### config.mk
export PLATFORM = sky130hd
export DESIGN_NAME = pll_lock_reset_seq
export DESIGN_NICKNAME = d
export VERILOG_FILES = /design/src/rtl/pll_lock_reset_seq.sv
export SDC_FILE = /design/constraint.sdc
export NUM_CORES = 1
export LEC_CHECK = 0
export ABC_AREA = 1
export CAP_MARGIN = 30
export CORE_MARGIN = 2
export CORE_UTILIZATION = 35
export CTS_BUF_LIST = sky130_fd_sc_hd__clkbuf_8 sky130_fd_sc_hd__clkbuf_16
export DETAILED_ROUTE_END_ITERATION = 16
export GPL_ROUTABILITY_DRIVEN = 0
export GPL_TIMING_DRIVEN = 0
export REMOVE_ABC_BUFFERS = 1
export SLEW_MARGIN = 10
export SYNTH_ARGS = -nofsm -noshare
export SYNTH_HDL_FRONTEND = slang
export SYNTH_SLANG_ARGS = --single-unit
### constraint.sdc
create_clock -name clk -period 2.4 [get_ports clk]
set_input_delay 0.72 -clock clk [delete_from_list [all_inputs] [get_ports clk]]
set_output_delay 0.72 -clock clk [all_outputs]
set_load 0.01 [all_outputs]
### src/rtl/pll_lock_reset_seq.sv
// pll_lock_reset_seq: reset sequencer on the consumer side of the PLL clock wrapper.
// Holds sys_rst until the synchronised PLL lock has been stable long enough,
// then releases it and produces a periodic clock-enable tick while running.
// A loss of lock while running re-enters reset and is recorded in lost_flag.
// Optional macro LOCK_LOSS_CNT_EN adds a saturating lock-loss event counter on
// lost_cnt; without it lost_cnt is tied to zero.

module pll_lock_reset_seq #(
   parameter int HOLD_CYCLES   = 16,
   parameter int STABLE_CYCLES = 1200,
   parameter int TICK_DIV      = 12
) (
   input  logic       clk,
   input  logic       rst,
   input  logic       pll_lock,
   input  logic       clr_lost,
   output logic       sys_rst,
   output logic       ready,
   output logic       tick,
   output logic       lost_flag,
   output logic [7:0] lost_cnt
);

   localparam int MAX_CYC = (HOLD_CYCLES > STABLE_CYCLES) ? HOLD_CYCLES : STABLE_CYCLES;
   localparam int CW      = (MAX_CYC > 1) ? $clog2(MAX_CYC) : 1;
   localparam int DW      = $clog2(TICK_DIV);

   localparam logic [CW-1:0] HOLD_LAST   = CW'(HOLD_CYCLES - 1);
   localparam logic [CW-1:0] STABLE_LAST = CW'(STABLE_CYCLES - 1);
   localparam logic [DW-1:0] DIV_LAST    = DW'(TICK_DIV - 1);

   typedef enum logic [1:0] {
      ST_HOLD,
      ST_WAIT_LOCK,
      ST_STABLE,
      ST_RUN
   } state_t;

   state_t          state_q;
   state_t          state_d;
   logic [1:0]      sync_q;
   logic            lock_s;
   logic [CW-1:0]   cnt_q;
   logic [DW-1:0]   div_q;
   logic            sys_rst_d;
   logic            ready_d;
   logic            run_stay;
   logic            lost_set;

   assign lock_s = sync_q[1];

   // Two-flop synchroniser: raw pll_lock is asynchronous to clk
   always_ff @(posedge clk or posedge rst) begin
      if (rst) begin
         sync_q <= 2'b00;
      end else begin
         sync_q <= {sync_q[0], pll_lock};
      end
   end

   // State register
   always_ff @(posedge clk or posedge rst) begin
      if (rst) begin
         state_q <= ST_HOLD;
      end else begin
         state_q <= state_d;
      end
   end

   // Next-state logic; any dip of lock_s before the stable count completes restarts it
   always_comb begin
      state_d = state_q;
      case (state_q)
         ST_HOLD: begin
            if (cnt_q == HOLD_LAST) begin
               state_d = ST_WAIT_LOCK;
            end
         end
         ST_WAIT_LOCK: begin
            if (lock_s) begin
               state_d = ST_STABLE;
            end
         end
         ST_STABLE: begin
            if (!lock_s) begin
               state_d = ST_WAIT_LOCK;
            end else if (cnt_q == STABLE_LAST) begin
               state_d = ST_RUN;
            end
         end
         ST_RUN: begin
            if (!lock_s) begin
               state_d = ST_HOLD;
            end
         end
         default: state_d = ST_HOLD;
      endcase
   end

   // Output decode from the next state so the registered outputs switch on the transition edge
   always_comb begin
      sys_rst_d = 1'b1;
      ready_d   = 1'b0;
      run_stay  = 1'b0;
      lost_set  = 1'b0;
      if (state_d == ST_RUN) begin
         sys_rst_d = 1'b0;
         ready_d   = 1'b1;
      end
      if (state_q == ST_RUN && state_d == ST_RUN) begin
         run_stay = 1'b1;
      end
      if (state_q == ST_RUN && state_d == ST_HOLD) begin
         lost_set = 1'b1;
      end
   end

   // Shared HOLD/STABLE counter, cleared whenever the state changes
   always_ff @(posedge clk or posedge rst) begin
      if (rst) begin
         cnt_q <= '0;
      end else if (state_d != state_q) begin
         cnt_q <= '0;
      end else if (state_q == ST_HOLD || (state_q == ST_STABLE && lock_s)) begin
         cnt_q <= cnt_q + 1'b1;
      end
   end

   // Registered sys_rst and ready
   always_ff @(posedge clk or posedge rst) begin
      if (rst) begin
         sys_rst <= 1'b1;
         ready   <= 1'b0;
      end else begin
         sys_rst <= sys_rst_d;
         ready   <= ready_d;
      end
   end

   // Tick divider runs only while staying in RUN; entering or leaving RUN clears it
   always_ff @(posedge clk or posedge rst) begin
      if (rst) begin
         div_q <= '0;
         tick  <= 1'b0;
      end else if (run_stay) begin
         if (div_q == DIV_LAST) begin
            div_q <= '0;
            tick  <= 1'b1;
         end else begin
            div_q <= div_q + 1'b1;
            tick  <= 1'b0;
         end
      end else begin
         div_q <= '0;
         tick  <= 1'b0;
      end
   end

   // Sticky lock-loss flag; a new loss beats a simultaneous clear
   always_ff @(posedge clk or posedge rst) begin
      if (rst) begin
         lost_flag <= 1'b0;
      end else if (lost_set) begin
         lost_flag <= 1'b1;
      end else if (clr_lost) begin
         lost_flag <= 1'b0;
      end
   end

`ifdef LOCK_LOSS_CNT_EN
   // Saturating loss counter; a loss in the same cycle as a clear leaves a count of one
   always_ff @(posedge clk or posedge rst) begin
      if (rst) begin
         lost_cnt <= 8'd0;
      end else if (lost_set) begin
         if (clr_lost) begin
            lost_cnt <= 8'd1;
         end else if (lost_cnt != 8'hFF) begin
            lost_cnt <= lost_cnt + 8'd1;
         end
      end else if (clr_lost) begin
         lost_cnt <= 8'd0;
      end
   end
`else
   assign lost_cnt = 8'd0;
`endif

endmodule
Yosys cells after proc, flatten, opt, wreduce, memory -nomap -nowiden
Cells that the tools add are included.
Operators by class
  multiplexer cells: 18
  add/subtract/negate cells: 2
  equal/unequal tests: 8
  reduce and logical (&&, ||, !) cells: 8
Operators with widths (number)
  2-to-1 mux 11 bit: 2
  adder 11 x 1 -> 11 bit (second input constant): 1
  == test 11 bit (second input constant): 1
  == test 11 x 4 -> 1 bit (second input constant): 1
  2-to-1 mux 2 bit: 5
  2-to-1 mux 1 bit: 8
  2-to-1 mux 4 bit: 2
  one-hot mux 2 bit (4 select lines): 1
  == test 2 bit (second input constant): 3
  adder 4 x 1 -> 4 bit (second input constant): 1
  == test 4 bit (second input constant): 1
  zero test 2 bit: 2
  nonzero test 2 bit: 2
  logical AND 1 bit: 3
  == test 2 x 1 -> 1 bit (second input constant): 1
  != test 2 bit: 1
  logical OR 1 bit: 1
Storage, ports and cells
  logic and storage cells: 44
  input port bits: 4
  output and inout bits: 12
  bits in registers: 23

Longest topological paths before layout
Gate-level depths: netlist (run 1).
  word-level depth: 8
  mapped depth: 10
  gate-level depth less buffers: 9

Worst setup path after synthesis (run 1)
Ideal clock, no wire load.
  kind: register to register
  start point: register cnt_q[0]
  end point: register cnt_q[0]
  arrival: 1305 ps
  slack: 976 ps
  library setup time: 119 ps
  path buffers: 1
  data required time: 2281 ps
  stages on the path, launching flop included: 8
  period minus slack after synthesis: 1424 ps
  cells stage by stage: dfrtp_1 -> ha_1 -> nand3_2 -> o21ai_1 -> nand2_2 -> buf_6 -> nand3b_1 -> nand2_1
On the way
  longest elaborated chain between the ends: 6
  elaborated cells on any way between the ends: 11
  those cells by class: 1 x add/sub; 3 x eq/ne; 6 x mux; 1 x reduce/logical
RTL lines
  from (decl): RTL line 43  | logic [CW-1:0] cnt_q;
  from (signal assigned): RTL line 125  | cnt_q <= cnt_q + 1'b1;
  == test 11 bit: RTL line 87  | end else if (cnt_q == STABLE_LAST) begin
  2-to-1 mux 2 bit: RTL line 87
  2-to-1 mux 2 bit: RTL line 85  | if (!lock_s) begin
  one-hot mux 2 bit (4 select lines): RTL line 73  | case (state_q)
  != test 2 bit: RTL line 122  | end else if (state_d != state_q) begin
  2-to-1 mux 11 bit / nonzero test 2 bit (equally long branches)
Parallel ways exist; a longest one is shown, timed or not. The select of a mux whose other input is x is not followed.
A chain may end at the register's enable or synchronous reset.

Worst setup path in the final report (run 1)
  start point: register sys_rst
  end point: output port sys_rst
RTL lines
  from (decl): RTL line 17  | output logic sys_rst,
  from (signal assigned): RTL line 135  | sys_rst <= sys_rst_d;
No word-level cell between the ends.

==> results.cfg, run 1 <==
[status]
status = completed

[floorplanning]
core-area_um2 = 3416
dieWidth_um = 64.51
die_area_um2 = 4161
ioPinCount = 16
start_util_pct = 37.51
die_h_um = 64.51
core.rowCount = 21

[pwr]
p_leak_nw = 0.7239
p_per_area_nw_per_um2 = 730.0
p_total_mw = 1.018
ir_drop_mv = 0.3364

[setup_path]
critPathCaptureType = output port
r2r_start = cnt_q[0]
critPathMaxFanout = 1
crit_path_top_delay_cell = dfstp_2
max_stage_delay_ns = 0.53
critical_path_arrival_ns = 1.32
critPathKind = reg -> out
path_cells = clkdlybuf4s50_1
ff2ff_setup_slack_ns = 0.75
worstRegToRegCells = 6
r2r-end = cnt_q[0]
setup.worst_path.start_class = flip-flop
cpLargestDelayFamily = flip-flops
required_ns = 1.68
path_buf_inv = 1
cp.depth = 1

[hold_path]
min_to = sync_q[1]
hold_path_startpoint = sync_q[0]
hold_path.class = reg -> reg
holdPathStages = 0

[timing]
finalHoldViolations = 0
finalSetupViolCount = 0
finClkSkew_ns = 0.01113
max_slew_margin_pct = 44.58
fin_tns_setup_ns = 0
period_needed_ns = 2.045
drv_slew = 0
rsz0062_at_grt = no
fmax_mhz = 489.1
worst_pin_slew_ns = 0.8303
hold_slack_ns = 0.3515
fin_crit_sh_pct = 85.20

[flow_run]
cap_viol_max_count = 0

[place]
port_buffers = 7
placed_cells = 213
dp_hpwl_um = 1649

[global_route]
grt_overflow = 0
grt_start_max_net_pins = 24
antenna_found_initial = 0
grt_pass1_wl_um = 3726
grt_pass1_vias = 886
grt.total_usage_pct = 11.35

[clocking]
cts_buffers = 3
clk_path_buf_depth = 2
post-cts-setup-buffers = 0
cts_resized = 0
clock_latency_ns = 0.26
htreeDepth = 1
tritoncts = done
cts.hold.buffers_added = 0
numClockSinks = 23
clock-root-buffer = clkbuf_8
clk_pin_slew_worst_paths_ns = 0.08

[layout]
syn_to_final_growth_pct = 8.887
multi_input_comb_area_um2 = 565.5
final_nets = 178
antennaDiodeCount = 0
finish.cell_count_without_fillers = 217
fillCellCount = 363
layout-drive-gt1-share_pct = 7.018
regArea_um2 = 576.8

[synth]
post_synth_num_cell_types = 24
synth-seq-cells = 23
synth_top_area_cell = dfrtp_1
synth_warnings = 0
synth_cells = 164
netlist.area_leader.share_pct = 42.97
syn_area_um2 = 1281
synthTopCellsByArea = dfrtp_1 43%, nand2_1 15%, inv_1 5.6%
synth.avg_cell_area_um2 = 7.812
ys_seq_area_share_pct = 45.02

[drt]
via_count = 989
drt_iter0_drc = 56
ant_nets = 0
dr_wl_met2_um = 1012
top_layer_used = met4
wl_per_cell_um = 10.06
dr_wl_met3_um = 96
post-route-drc-count = 0
wl_um = 2182
drt_first_pass_iters = 4
wl_met1_um = 1057
via_per_inst = 4.558
## final cells by class
type                    count  area share [%]
clock buffers               3           2.960
clock inverters             1          0.3587
inverters                  21           5.650
multi-input cells         116           40.54
flip-flops and latches     23           41.35
well taps                  46           4.126
repair buffers              7           5.022
## sequential cells by signal, summed over array words and instances (netlist names)
signal / cells
cnt_q: 11
div_q: 4
lost_flag: 1
ready: 1
state_q: 2
sync_q: 2
sys_rst: 1
tick: 1
## placed cells by master (no fill, tap or decap), types with 3 or more instances in the layout
| cell type | synthesis | final |
|---|---|---|
| xor2_1 | 6 | 6 |
| clkbuf_8 | 0 | 3 |
| nand3_1 | 12 | 12 |
| clkdlybuf4s50_1 | 0 | 7 |
| nand3b_1 | 5 | 5 |
| inv_1 | 19 | 19 |
| nand2_1 | 52 | 52 |
| dfrtp_1 | 22 | 22 |
| nor2_1 | 16 | 16 |
| conb_1 | 1 | 8 |
| nand3_2 | 3 | 3 |
## metal layers
layer | vias up | track usage [%]
met1 | 462 | 14.68
met3 | 4 | 3.646
met4 | 0 | 2.394
met5 | - | 0
met2 | 19 | 18.62
li1 | 504 | -
## how the worst max path moves through the flow
stage,start,endpoint
6_report,sys_rst,sys_rst
5_1_grt,sys_rst,sys_rst
4_1_cts,sys_rst,sys_rst
3_5_place_dp,rst,cnt_q[4]
3_3_place_gp,rst,cnt_q[6]
2_1_floorplan,cnt_q[0],cnt_q[10]
## where the power goes
part           total, mW  leakage (nW)  internal (mW)  switching [mW]
clock              0.233        0.0255          0.116           0.118
combinational      0.289         0.391         0.0897           0.200
sequential         0.496         0.307          0.440          0.0557
total               1.02         0.724          0.645           0.373
## cells in the mapped netlist
cell	number
nand3_1	12
o21ai_1	1
inv_2	2
nand3b_1	5
nand2_2	1
conb_1	1
nor2_1	16
dfstp_2	1
a21oi_1	2
buf_1	1
o32ai_1	1
nor3_1	1
ha_1	2
and3_1	1
o21bai_1	2
nand3_2	3
dfrtp_1	22
nand4_1	2
buf_4	8
buf_6	2
nor2_2	1
inv_1	19
nand2_1	52
xor2_1	6
## cell families (layout without fill, tap and decap cells)
group / count (synthesis) / after routing / synth area share, %
AND/OR/NAND/NOR: 94 / 94 / 32.72
buffers and inverters: 32 / 32 / 12.89
flip-flops: 23 / 23 / 45.02
AO/OA/AOI/OAI: 6 / 6 / 3.027
XOR/XNOR: 6 / 6 / 4.102
adder cells (fa/ha/maj): 2 / 2 / 1.953
other: 1 / 8 / 0.2927
## stage by stage
stage	util [%]	instance area [µm²]	worst slack, ns
6_report	40.84	1395	0.3553
5_1_grt	40.84	1395	0.3284
4_1_cts	40.84	1395	0.3361
3_5_place_dp	39.49	1349	0.5717
3_3_place_gp	39.49	1349	0.5963
2_1_floorplan	-	1221	1.007
No activity file was read; power rests on OpenSTA's default activity.
==> inputs of run 2 (changes only) <==
--- a/config.mk
+++ b/config.mk
@@ -14,7 +14,7 @@
 export GPL_ROUTABILITY_DRIVEN = 0
 export GPL_TIMING_DRIVEN = 0
 export REMOVE_ABC_BUFFERS = 1
-export SLEW_MARGIN = 10
+export SLEW_MARGIN = 20
 export SYNTH_ARGS = -nofsm -noshare
 export SYNTH_HDL_FRONTEND = slang
 export SYNTH_SLANG_ARGS = --single-unit
==> run 2 against run 1 <==
Clock power hardly changed. Die area stayed put. Non-clock buffer count is 1 higher. Sequential power about the same. Power up 0.34%. Flip-flop and latch count stayed put. Hold slack is essentially flat. Cell count is 0.46% higher. Global-route usage unchanged. Design area increased by 2.0%. Core utilization grew 0.81 points. Clock-buffer cell count stayed put. Critical endpoint unchanged.
==> results.cfg, run 2 (synthesis results as in run 1) <==
[timing]
fmax_mhz = 489.0
fin_crit_sh_pct = 85.21
finalHoldViolations = 0
finClkSkew_ns = 0.01029
fin_tns_setup_ns = 0
period_needed_ns = 2.045
finalSetupViolCount = 0
drv_slew = 0
rsz0062_at_grt = no

[clocking]
clk_path_buf_depth = 2
post-cts-setup-buffers = 0
numClockSinks = 23
clock-root-buffer = clkbuf_8
tritoncts = done
clock_latency_ns = 0.26
cts_resized = 0
clk_pin_slew_worst_paths_ns = 0.08
cts_buffers = 3
cts.hold.buffers_added = 0
htreeDepth = 1

[setup_path]
path_cells = clkdlybuf4s50_1
r2r-end = cnt_q[0]
crit_path_top_delay_cell = dfstp_2
critical_path_arrival_ns = 1.33
r2r_start = cnt_q[0]
required_ns = 1.68
ff2ff_setup_slack_ns = 0.75
path_buf_inv = 1
critPathMaxFanout = 1
max_stage_delay_ns = 0.53
worstRegToRegCells = 6
cpLargestDelayFamily = flip-flops
critPathKind = reg -> out
critPathCaptureType = output port
setup.worst_path.start_class = flip-flop

[drt]
via_count = 988
drt_first_pass_iters = 4
drt_iter0_drc = 64
wl_um = 2186
wl_per_cell_um = 10.03
ant_nets = 0
post-route-drc-count = 0
via_per_inst = 4.532

[layout]
reg.largest.list = cnt_q (11), div_q (4)
antennaDiodeCount = 0
largest_register_ffs = 11
layout-drive-gt1-share_pct = 7.558
final_cell_mix = 52 x nand2_1, 22 x dfrtp_1, 19 x inv_1
syn_to_final_growth_pct = 11.03
final_nets = 179
largest_register = cnt_q
final_common_cell = nand2_1

[global_route]
grt_pass1_vias = 886
grt_pass1_wl_um = 3726
grt.total_usage_pct = 11.35
grt_overflow = 0
antenna_found_initial = 0
grt_start_max_net_pins = 24

[floorplanning]
start_util_pct = 37.51
core.rowCount = 21
die_h_um = 64.51
core-area_um2 = 3416
dieWidth_um = 64.51
ioPinCount = 16
die_area_um2 = 4161

[status]
status = completed

[hold_path]
holdPathStages = 0
min_to = sync_q[1]
hold_path.class = reg -> reg
hold_path_startpoint = sync_q[0]

[pwr]
ir_drop_mv = 0.3346
p_total_mw = 1.022
p_leak_nw = 0.7366
p_per_area_nw_per_um2 = 718.3

[place]
port_buffers = 7
dp_hpwl_um = 1649

[flow_run]
cap_viol_max_count = 0
[run 2: worst max path at each step]
stage	cells after the start	slack (ns)	to	startpoint
floorplan	6	1.01	cnt_q[10]	cnt_q[0]
global placement	2	0.60	cnt_q[6]	rst
detailed placement	2	0.57	cnt_q[4]	rst
CTS	1	0.34	sys_rst	sys_rst
global route	1	0.33	sys_rst	sys_rst
finish	1	0.35	sys_rst	sys_rst
[run 2: final cells by class]
cell class / count / area (µm²)
inverter: 21 / 78.83
tap: 46 / 57.56
fill: 360 / 1993
clock buffer: 3 / 41.29
clock inverter: 1 / 5.005
timing repair buffer: 8 / 97.59
multi-input combinational: 116 / 565.5
sequential: 23 / 576.8
[run 2: metrics by stage]
step / area [µm²] / util [%] / setup slack, ns / cells / hold slack (ns)
2_1_floorplan: 1221 / - / 1.007 / 160 / 0.3312
3_3_place_gp: 1349 / 39.49 / 0.5963 / 213 / 0.3330
3_5_place_dp: 1349 / 39.49 / 0.5717 / 213 / 0.3355
4_1_cts: 1395 / 40.84 / 0.3361 / 217 / 0.3530
5_1_grt: 1423 / 41.65 / 0.3284 / 218 / 0.3738
6_report: 1423 / 41.65 / 0.3549 / 218 / 0.3514
[run 2: power breakdown]
part	total, mW	internal [mW]	switching [mW]
Sequential	0.496	0.440	0.0560
Combinational	0.293	0.0941	0.199
Clock	0.232	0.116	0.117
[run 2: routing by layer]
metal / vias up / GRT usage [%] / share of wire, %
li1: 505 / - / -
met1: 458 / 14.68 / 48
met2: 21 / 18.62 / 46
met3: 4 / 3.646 / 4.6
met4: 0 / 2.394 / 0.69
met5: - / 0 / 0
